[src/rtl/fpu_pkg.sv]
// Shared types and encodings for the FP sequencer and the FP datapath result mux.
package fpu_pkg;

  typedef enum logic [2:0] {
    CLS_NONE = 3'd0,
    CLS_ADD  = 3'd1,
    CLS_MUL  = 3'd2,
    CLS_DIV  = 3'd3,
    CLS_SQRT = 3'd4,
    CLS_CVT  = 3'd5,
    CLS_SGNJ = 3'd6,
    CLS_CMP  = 3'd7
  } fpu_class_t;

  localparam logic [6:0] F7Add   = 7'b0000000;
  localparam logic [6:0] F7Sub   = 7'b0000100;
  localparam logic [6:0] F7Mul   = 7'b0001000;
  localparam logic [6:0] F7Div   = 7'b0001100;
  localparam logic [6:0] F7Sqrt  = 7'b0101100;
  localparam logic [6:0] F7CvtWS = 7'b1100000;
  localparam logic [6:0] F7CvtSW = 7'b1101000;
  localparam logic [6:0] F7Sgnj  = 7'b0010000;
  localparam logic [6:0] F7MvXW  = 7'b1110000;
  localparam logic [6:0] F7MvWX  = 7'b1111000;
  localparam logic [6:0] F7Cmp   = 7'b1010000;

  localparam logic [2:0] StIdle     = 3'd0;
  localparam logic [2:0] StIssue    = 3'd1;
  localparam logic [2:0] StWaitLat  = 3'd2;
  localparam logic [2:0] StWaitDone = 3'd3;
  localparam logic [2:0] StWb       = 3'd4;

endpackage

[src/rtl/fpu_ctrl_if.sv]
// Decoder/unit-facing signal bundle of the FP sequencer.
interface fpu_ctrl_if;
  import fpu_pkg::*;

  logic       start;
  logic [6:0] funct7;
  logic [2:0] funct3;
  logic [4:0] rs2;
  logic       unit_done;
  logic       busy;
  fpu_class_t unit_sel;
  logic [6:0] op_f7;
  logic [2:0] op_f3;
  logic       unit_start;
  logic       fregwrite;
  logic       iregwrite;
  logic       flpt_done;
  logic [1:0] fpu_err;

  modport master (
    output start, funct7, funct3, rs2, unit_done,
    input  busy, unit_sel, op_f7, op_f3, unit_start, fregwrite, iregwrite, flpt_done, fpu_err
  );

  modport slave (
    input  start, funct7, funct3, rs2, unit_done,
    output busy, unit_sel, op_f7, op_f3, unit_start, fregwrite, iregwrite, flpt_done, fpu_err
  );
endinterface

[src/rtl/fpu_opdec.sv]
// FTYPE instruction classifier: selects the execution unit and the destination register file.
module fpu_opdec
  import fpu_pkg::*;
(
  input  logic [6:0] funct7,
  input  logic [2:0] funct3,
  input  logic [4:0] rs2,
  output fpu_class_t cls,
  output logic       legal,
  output logic       dest_int
);

  always_comb begin
    cls = CLS_NONE;
    case (funct7)
      F7Add, F7Sub:     cls = CLS_ADD;
      F7Mul:            cls = CLS_MUL;
      F7Div:            cls = CLS_DIV;
      F7Sqrt:           if (rs2 == 5'd0) cls = CLS_SQRT;
      // rs2 selects signed/unsigned int; only 0 and 1 exist
      F7CvtWS, F7CvtSW: if (rs2[4:1] == 4'd0) cls = CLS_CVT;
      F7Sgnj:           if (funct3 <= 3'b010) cls = CLS_SGNJ;
      F7MvXW, F7MvWX:   if (funct3 == 3'b000) cls = CLS_SGNJ;
      F7Cmp:            if (funct3 <= 3'b010) cls = CLS_CMP;
      default:          cls = CLS_NONE;
    endcase
  end

  assign legal    = (cls != CLS_NONE);
  assign dest_int = (funct7 == F7Cmp) || (funct7 == F7CvtWS) || (funct7 == F7MvXW);

endmodule

[src/rtl/fpu_ctrl.sv]
// FP execution sequencer: issues an FTYPE op, waits fixed latency or unit_done, then writes back.
module fpu_ctrl
  import fpu_pkg::*;
#(
  parameter int unsigned LAT_ADD  = 2,
  parameter int unsigned LAT_MUL  = 2,
  parameter int unsigned LAT_CVT  = 1,
  parameter int unsigned LAT_SGNJ = 0,
  parameter int unsigned LAT_CMP  = 0,
  parameter int unsigned MAX_WAIT = 64
) (
  input logic       clk,
  input logic       rstn,
  fpu_ctrl_if.slave bus
);

  localparam int unsigned WaitW = (MAX_WAIT > 2) ? $clog2(MAX_WAIT) : 1;

  logic [2:0]       state_q, state_d;
  fpu_class_t       cls_q, cls_d, dec_cls;
  logic [6:0]       f7_q, f7_d;
  logic [2:0]       f3_q, f3_d;
  logic             dest_int_q, dest_int_d, dec_dest_int, dec_legal;
  logic             illegal_q, illegal_d, timeout_q, timeout_d;
  logic [3:0]       cnt_q, cnt_d, lat;
  logic [WaitW-1:0] wcnt_q, wcnt_d;

  fpu_opdec u_opdec (
    .funct7   (bus.funct7),
    .funct3   (bus.funct3),
    .rs2      (bus.rs2),
    .cls      (dec_cls),
    .legal    (dec_legal),
    .dest_int (dec_dest_int)
  );

  always_comb begin
    case (cls_q)
      CLS_ADD:  lat = 4'(LAT_ADD);
      CLS_MUL:  lat = 4'(LAT_MUL);
      CLS_CVT:  lat = 4'(LAT_CVT);
      CLS_SGNJ: lat = 4'(LAT_SGNJ);
      CLS_CMP:  lat = 4'(LAT_CMP);
      default:  lat = 4'd0;
    endcase
  end

  always_comb begin
    state_d    = state_q;
    cls_d      = cls_q;
    f7_d       = f7_q;
    f3_d       = f3_q;
    dest_int_d = dest_int_q;
    illegal_d  = illegal_q;
    timeout_d  = timeout_q;
    cnt_d      = cnt_q;
    wcnt_d     = wcnt_q;
    case (state_q)
      StIdle: begin
        if (bus.start) begin
          cls_d      = dec_cls;
          f7_d       = bus.funct7;
          f3_d       = bus.funct3;
          dest_int_d = dec_dest_int;
          if (dec_legal) begin
            state_d = StIssue;
          end else begin
            illegal_d = 1'b1;
            state_d   = StWb;
          end
        end
      end
      StIssue: begin
        if (cls_q == CLS_DIV || cls_q == CLS_SQRT) begin
          wcnt_d  = '0;
          state_d = StWaitDone;
        end else if (lat <= 4'd1) begin
          state_d = StWb;
        end else begin
          // ISSUE and the final WAITLAT cycle account for two of the latency cycles
          cnt_d   = lat - 4'd2;
          state_d = StWaitLat;
        end
      end
      StWaitLat: begin
        if (cnt_q == 4'd0) state_d = StWb;
        else cnt_d = cnt_q - 4'd1;
      end
      StWaitDone: begin
        if (bus.unit_done) begin
          state_d = StWb;
        end else if (wcnt_q == WaitW'(MAX_WAIT - 1)) begin
          timeout_d = 1'b1;
          state_d   = StWb;
        end else begin
          wcnt_d = wcnt_q + WaitW'(1);
        end
      end
      StWb: begin
        illegal_d = 1'b0;
        timeout_d = 1'b0;
        state_d   = StIdle;
      end
      default: state_d = StIdle;
    endcase
  end

  always_ff @(posedge clk or negedge rstn) begin
    if (!rstn) begin
      state_q    <= StIdle;
      cls_q      <= CLS_NONE;
      f7_q       <= 7'd0;
      f3_q       <= 3'd0;
      dest_int_q <= 1'b0;
      illegal_q  <= 1'b0;
      timeout_q  <= 1'b0;
      cnt_q      <= 4'd0;
      wcnt_q     <= '0;
    end else begin
      state_q    <= state_d;
      cls_q      <= cls_d;
      f7_q       <= f7_d;
      f3_q       <= f3_d;
      dest_int_q <= dest_int_d;
      illegal_q  <= illegal_d;
      timeout_q  <= timeout_d;
      cnt_q      <= cnt_d;
      wcnt_q     <= wcnt_d;
    end
  end

  assign bus.busy       = (state_q != StIdle);
  assign bus.unit_start = (state_q == StIssue);
  assign bus.flpt_done  = (state_q == StWb);
  assign bus.fregwrite  = bus.flpt_done & ~illegal_q & ~timeout_q & ~dest_int_q;
  assign bus.iregwrite  = bus.flpt_done & ~illegal_q & ~timeout_q & dest_int_q;
  assign bus.fpu_err    = bus.flpt_done ? {timeout_q, illegal_q} : 2'b00;
  assign bus.unit_sel   = cls_q;
  assign bus.op_f7      = f7_q;
  assign bus.op_f3      = f3_q;

endmodule

[src/flat_wrapper.sv]
// flat-port wrapper written by rule: the top's interface ports become plain ports
module fpu_ctrl_flat import fpu_pkg::*;
#(
  parameter int unsigned LAT_ADD  = 2,
  parameter int unsigned LAT_MUL  = 2,
  parameter int unsigned LAT_CVT  = 1,
  parameter int unsigned LAT_SGNJ = 0,
  parameter int unsigned LAT_CMP  = 0,
  parameter int unsigned MAX_WAIT = 64
)
  (clk, rstn, bus_start, bus_funct7, bus_funct3, bus_rs2, bus_unit_done, bus_busy, bus_unit_sel, bus_op_f7, bus_op_f3, bus_unit_start, bus_fregwrite, bus_iregwrite, bus_flpt_done, bus_fpu_err);
  fpu_ctrl_if bus_i ();
  input logic clk;
  input logic rstn;
  input wire logic [$bits(bus_i.start)-1:0] bus_start;
  input wire logic [$bits(bus_i.funct7)-1:0] bus_funct7;
  input wire logic [$bits(bus_i.funct3)-1:0] bus_funct3;
  input wire logic [$bits(bus_i.rs2)-1:0] bus_rs2;
  input wire logic [$bits(bus_i.unit_done)-1:0] bus_unit_done;
  output wire logic [$bits(bus_i.busy)-1:0] bus_busy;
  output wire logic [$bits(bus_i.unit_sel)-1:0] bus_unit_sel;
  output wire logic [$bits(bus_i.op_f7)-1:0] bus_op_f7;
  output wire logic [$bits(bus_i.op_f3)-1:0] bus_op_f3;
  output wire logic [$bits(bus_i.unit_start)-1:0] bus_unit_start;
  output wire logic [$bits(bus_i.fregwrite)-1:0] bus_fregwrite;
  output wire logic [$bits(bus_i.iregwrite)-1:0] bus_iregwrite;
  output wire logic [$bits(bus_i.flpt_done)-1:0] bus_flpt_done;
  output wire logic [$bits(bus_i.fpu_err)-1:0] bus_fpu_err;
  assign bus_i.start = bus_start;
  assign bus_i.funct7 = bus_funct7;
  assign bus_i.funct3 = bus_funct3;
  assign bus_i.rs2 = bus_rs2;
  assign bus_i.unit_done = bus_unit_done;
  assign bus_busy = bus_i.busy;
  assign bus_unit_sel = bus_i.unit_sel;
  assign bus_op_f7 = bus_i.op_f7;
  assign bus_op_f3 = bus_i.op_f3;
  assign bus_unit_start = bus_i.unit_start;
  assign bus_fregwrite = bus_i.fregwrite;
  assign bus_iregwrite = bus_i.iregwrite;
  assign bus_flpt_done = bus_i.flpt_done;
  assign bus_fpu_err = bus_i.fpu_err;
  fpu_ctrl #(.LAT_ADD(LAT_ADD), .LAT_MUL(LAT_MUL), .LAT_CVT(LAT_CVT), .LAT_SGNJ(LAT_SGNJ), .LAT_CMP(LAT_CMP), .MAX_WAIT(MAX_WAIT)) u_core (.clk(clk), .rstn(rstn), .bus(bus_i));
endmodule
[config.mk]
export PLATFORM = sky130hd
export DESIGN_NAME = fpu_ctrl_flat
export DESIGN_NICKNAME = d
export VERILOG_FILES = /design/src/rtl/fpu_pkg.sv /design/src/rtl/fpu_ctrl_if.sv /design/src/rtl/fpu_opdec.sv /design/src/rtl/fpu_ctrl.sv /design/src/flat_wrapper.sv
export SDC_FILE = /design/constraint.sdc
export NUM_CORES = 1
export LEC_CHECK = 0
export CORE_ASPECT_RATIO = 0.75
export CORE_UTILIZATION = 30
export DETAILED_ROUTE_END_ITERATION = 7
export PLACE_DENSITY_LB_ADDON = 0.08
export SETUP_SLACK_MARGIN = 0.5
export SLEW_MARGIN = 15
export SYNTH_ARGS = -nofsm -noshare
export SYNTH_HDL_FRONTEND = slang
export SYNTH_HIERARCHICAL = 1
export SYNTH_SLANG_ARGS = --single-unit
[constraint.sdc]
create_clock -name clk -period 1.6 [get_ports clk]
set_input_delay 0.32 -clock clk [delete_from_list [all_inputs] [get_ports clk]]
set_output_delay 0.32 -clock clk [all_outputs]
set_load 0.05 [all_outputs]
* Word-level counts from Yosys, hierarchy flattened
Index checks and enable logic that the tools add are counted.
** Storage, ports and cells
- Register bits :: 29
- Input bits :: 19
- Output and inout port bits :: 20
- Logic and storage cells :: 107
** Operators by class
- Add/sub/neg operators :: 3
- Magnitude comparators :: 2
- Equal/unequal tests :: 31
- Muxes and demuxes :: 30
- Bitwise gates (word level) :: 7
- Reduce and logical (&&, ||, !) cells :: 25
** Operators by type and width (count)
- $mux W3 :: 12
- $eq A7 B7 Y1 const B :: 5
- $pmux W3 S8 :: 1
- $mux W6 :: 3
- $eq A7 B4 Y1 const B :: 2
- $ne A2 B2 Y1 const B :: 7
- $eq A3 B2 Y1 const B :: 4
- $mux W4 :: 3
- $pmux W3 S4 :: 1
- $pmux W6 S2 :: 1
- $eq A3 B3 Y1 const B :: 3
- $reduce_and A3 Y1 :: 3
- $logic_not A4 Y1 :: 2
- $pmux W4 S2 :: 1
- $reduce_and A4 Y1 :: 2
- $reduce_bool A2 Y1 :: 4
- $reduce_or A2 Y1 :: 4
- $eq A7 B3 Y1 const B :: 1
- $eq A7 B5 Y1 const B :: 1
- $eq A7 B6 Y1 const B :: 1
- $logic_not A7 Y1 :: 1
- $add A6 B1 Y6 const B :: 1
- $eq A3 B1 Y1 const B :: 2
- $eq A6 B6 Y1 const B :: 1
- other kinds (17) :: 32

* Depth between registers and ports, before layout
Gate-level depths: netlist (run 1).
- Word-level depth :: 7
- Gate-level depth with buffers :: 7
- Mapped depth without buffers :: 6

* Modules after synthesis
Netlist (run 1), hierarchy kept.
** Modules (own cells, without submodules)
- fpu_ctrl :: instances 1, cells each 125, area each 1421.4 um^2, sequential area each 725.7 um^2
- fpu_opdec :: instances 1, cells each 24, area each 170.2 um^2, sequential area each 0.0 um^2

* Least setup slack after synthesis (run 1)
Ideal clock, no wire load.
- Path kind :: reg2out
- Start point :: register u_core.state_q[0]
- End point :: output bus_iregwrite
- Data arrival time :: 2.355 ns
- Data required time :: 1.280 ns
- Path slack :: -1.075 ns
- Cell stages (with the launch flop) :: 4
- Buffers on the path :: 0
- Cell sequence :: dfrtp_1 > nor2_1 > nand2_1 > nor4b_1
** On the way
- Cells in the longest elaborated chain, start to end :: 4
** Ends and longest elaborated chain
- start: declaration :: RTL line fpu_ctrl.sv:19 : logic [2:0] state_q, state_d;
- start signal: assignment :: RTL line fpu_ctrl.sv:110 : state_q <= StIdle;
- start signal: assignment :: RTL line fpu_ctrl.sv:120 : state_q <= state_d;
- $eq A3 B3 Y1 :: RTL line fpu_ctrl.sv:134 : assign bus.flpt_done = (state_q == StWb);
- $and A1 B1 Y1 (3 in a row) :: RTL line fpu_ctrl.sv:136 : assign bus.iregwrite = bus.flpt_done & ~illegal_q & ~timeout_q & dest_int_q;
- end: declaration :: RTL line flat_wrapper.sv:26 : output wire logic [$bits(bus_i.iregwrite)-1:0] bus_iregwrite;
No other way between the ends.

* Worst setup path after layout (run 1)
Same ends and word-level chain as after synthesis.

==> results.sh, run 1 <==
export IMPL_status="finished with violations"
export IMPL_violations="negative setup slack"
export IMPL_hpwlAfterDp_mm=3.323
export IMPL_gp_congestion=0.8181
export IMPL_hold_viol_final=0
export IMPL_core_mm2=0.005010
export IMPL_max_freq_mhz=580.0
export IMPL_power_density_mw_per_mm2=1337
export IMPL_clockBufferDepth=2
export IMPL_ys_seq_area_share_pct=45.60
export IMPL_synth_seq_cells=29
export IMPL_worstSetupPathType="flip-flop to output pin"
export IMPL_setup_viol_count_final=9
export IMPL_crit_required_ns=1.28
export IMPL_worst_setup_path_start_kind="flip-flop"
export IMPL_r2r_slack_ns=-0.07
export IMPL_wl_mm=4.973
export IMPL_die_x_um=86.11
export IMPL_overflow=0
export IMPL_synth_warnings=6
export IMPL_first_pass_iters=4
export IMPL_ant_nets=0
export IMPL_synth_async_reset_ratio_pct=100.0
export IMPL_clk_latency_ns=0.28
export IMPL_reg2regPathDepth=7
export IMPL_grt_usage_pct=20.10
export IMPL_ctsHtreeMaxLevel=2
export IMPL_end_kind="output pin"
export IMPL_drv_cap=0
export IMPL_rsz0062_at_grt="true"
export IMPL_maxSlewViolCount=0
export IMPL_cts_tree="built"
export IMPL_via_per_inst=4.840
export IMPL_drt_iter0_markers=96
export IMPL_row_count=22
export IMPL_final_core_util_pct=61.34
export IMPL_diodes=0
export IMPL_drc=0
export IMPL_syn_num_nets=170
export IMPL_start_util_pct=31.77
export IMPL_grt_pass1_wl_mm=8.369
export IMPL_syn_avg_cell_area_um2=10.68
export IMPL_wl_per_cell_um=15.59
export IMPL_crit_fanout=3
export IMPL_fin_skew_ns=0.004755
export IMPL_cts_sinks=29
export IMPL_ir_drop_mv=1.115
export IMPL_grt_pass1_vias=1604
export IMPL_setup_slack_ns=-0.1242
export IMPL_cts_hold_buf=0
export IMPL_nNetsFinal=267
export IMPL_die_height_um=65.08
export IMPL_grt_antenna_before_repair=0
export IMPL_synth_distinct_cells=51
export IMPL_min_period_ns=1.724
export IMPL_tightestPinTransition_ns=0.3994
export IMPL_min_to="u_core/bus.op_f7[4]"
export IMPL_clk_pin_slew_ns=0.06
export IMPL_rr_endpoint="u_core/wcnt_q[2]"
export IMPL_dpl_cell_count=284
export IMPL_hold_class="input port to flip-flop"
export IMPL_min_from="bus_funct7[4]"
export IMPL_leakagePower_nw=1.344
export IMPL_die_area_mm2=0.005603
export IMPL_relSlewSlack_pct=73.17
export IMPL_synthesis_area_mm2=0.001592
export IMPL_ys_flop_type="dfrtp_1"
export IMPL_cts_root_buffer="clkbuf_8"
export IMPL_synth_cells=149
export IMPL_whs_path_depth=2
export IMPL_areaGrowthSynthToFinish_pct=93.08
export IMPL_vias=1544
export IMPL_finalNonFillerCells=319
export IMPL_synth_edf_count=0
export IMPL_cp_data_arrival_time_ns=1.40
export IMPL_pin_count=39
export IMPL_worstReg2RegStart="u_core/state_q[2]"
export IMPL_fin_crit_sh_pct=107.8
export IMPL_cts_buffers=5
export IMPL_portBuffers=38
export IMPL_drive_gt1_share_pct=65.99
export IMPL_grt_max_degree=30
-- per-layer routing --
metal	global-route usage (%)	up-vias	share of wire [%]
li1	-	748	-
met1	27.78	754	49
met2	30.56	34	45
met3	4.968	8	4.1
met4	6.875	0	1.5
met5	0	-	0
-- synthesized netlist by cell type (3+ instances only) --
cell,n,area share [%]
inv_1,7,1.7
o21ai_0,3,0.94
nor2_1,15,3.5
a21oi_1,3,0.94
mux2_1,10,7.1
xor2_1,3,1.7
nand2_1,9,2.1
nand3b_1,3,1.4
mux2_2,4,2.8
nand3_1,5,1.6
o211ai_1,3,1.4
dfrtp_1,29,46
nor3_1,5,1.6
-- repair_timing --
action | in CTS | in global routing
pin swaps | 13 | 20
gates cloned | 1 | 0
gates resized for setup | 111 | 24
buffers inserted | 18 | 8
setup endpoints to repair | 49 | 49
-- through the flow --
stage	total power, W	hold WS, ns	setup WS (ns)	instance area [µm²]	TNS [ns]
3_5_place_dp	0.002693	0.4773	-0.4176	2421	-2.603
5_1_grt	0.004269	0.3380	-0.1892	3073	-1.484
2_1_floorplan	0.002055	0.02441	-0.006235	1693	-0.006235
6_report	0.004109	0.3338	-0.1242	3073	-0.6798
3_3_place_gp	0.002672	0.4696	-0.3330	2421	-2.168
4_1_cts	0.003954	0.3320	-0.1271	2894	-0.4524
-- how the worst max path moves through the flow --
stage | slack (ns) | startpoint | to | depth (start not counted)
2_1_floorplan | -0.006 | u_core/state_q[0] | bus_iregwrite | 3
3_3_place_gp | -0.33 | bus_funct7[3] | u_core/state_q[2] | 7
3_5_place_dp | -0.42 | bus_funct7[2] | u_core/state_q[2] | 7
4_1_cts | -0.13 | u_core/state_q[0] | bus_iregwrite | 4
5_1_grt | -0.19 | u_core/state_q[0] | bus_iregwrite | 4
6_report | -0.12 | u_core/state_q[0] | bus_iregwrite | 4
-- cells in the final DEF (no fill, tap or decap), types with 3 or more instances in the layout --
cell type	Yosys	final
nand3b_1	3	3
dfrtp_1	29	23
buf_2	1	7
nor2_1	15	9
clkbuf_8	0	6
o211ai_1	3	3
clkdlybuf4s50_1	0	3
buf_4	1	38
dlygate4sd2_1	0	3
nand3_1	5	3
dfrtp_2	0	6
xor2_1	3	3
nor3_1	5	3
nor2_4	0	4
buf_12	0	10
buf_6	1	29
mux2_4	0	14
inv_1	7	4
nand2_1	9	7
-- cells by family (layout without fill, tap and decap cells) --
kind of cell / after synthesis / after routing / synth area share [%]
buffers and inverters: 11 / 109 / 3.380
AND/OR/NAND/NOR: 60 / 60 / 23.11
flip-flops: 29 / 29 / 45.60
AO/OA/AOI/OAI: 27 / 27 / 12.97
adder cells (fa/ha/maj): 2 / 2 / 1.572
multiplexers: 16 / 16 / 11.16
XOR/XNOR: 4 / 4 / 2.202
-- worst max-delay path, cell delays in order, from the launching register on --
cell and delay [ns]:
dfrtp_2 0.44, nor2_4 0.14, nand2_4 0.08, nor4b_4 0.28, buf_12 0.18
-- report_power, final --
group / internal, W / switching [W] / total, W
registers: 0.000899 / 0.000163 / 0.00106
logic: 0.00110 / 0.00115 / 0.00225
clock network: 0.000507 / 0.000288 / 0.000795
-- area by class of cell --
class                      instances  area [µm²]
clock buffer                       7       86.33
timing repair buffer              93       945.9
inverter                           8       38.79
tap                               72       90.09
clock inverter                     1       30.03
fill                             409        1937
multi-input combinational        109        1149
sequential                        29       733.2
-- sequential cells by signal (all words and copies together) (netlist names) --
signal               cells
u_core/wcnt_q            6
u_core/timeout_q         1
u_core/bus.op_f7         7
u_core/dest_int_q        1
u_core/bus.unit_sel      3
u_core/cnt_q             4
u_core/state_q           3
u_core/bus.op_f3         3
u_core/illegal_q         1
(Power assumes the default switching activity.)
==> run 2, diff against run 1 <==
--- a/config.mk
+++ b/config.mk
@@ -5,6 +5,8 @@
 export SDC_FILE = /design/constraint.sdc
 export NUM_CORES = 1
 export LEC_CHECK = 0
+export ABC_AREA = 0
+export CAP_MARGIN = 25
 export CORE_ASPECT_RATIO = 0.75
 export CORE_UTILIZATION = 30
 export DETAILED_ROUTE_END_ITERATION = 7
==> results of run 2 <==
The final DEF is identical to that of run 1; final timing and power are the same.
==> run 3, diff against run 2 <==
--- a/config.mk
+++ b/config.mk
@@ -9,6 +9,7 @@
 export CAP_MARGIN = 25
 export CORE_ASPECT_RATIO = 0.75
 export CORE_UTILIZATION = 30
+export CTS_CLUSTER_DIAMETER = 30
 export DETAILED_ROUTE_END_ITERATION = 7
 export PLACE_DENSITY_LB_ADDON = 0.08
 export SETUP_SLACK_MARGIN = 0.5
==> results of run 3 <==
The final DEF is identical to that of run 1; final timing and power are the same.
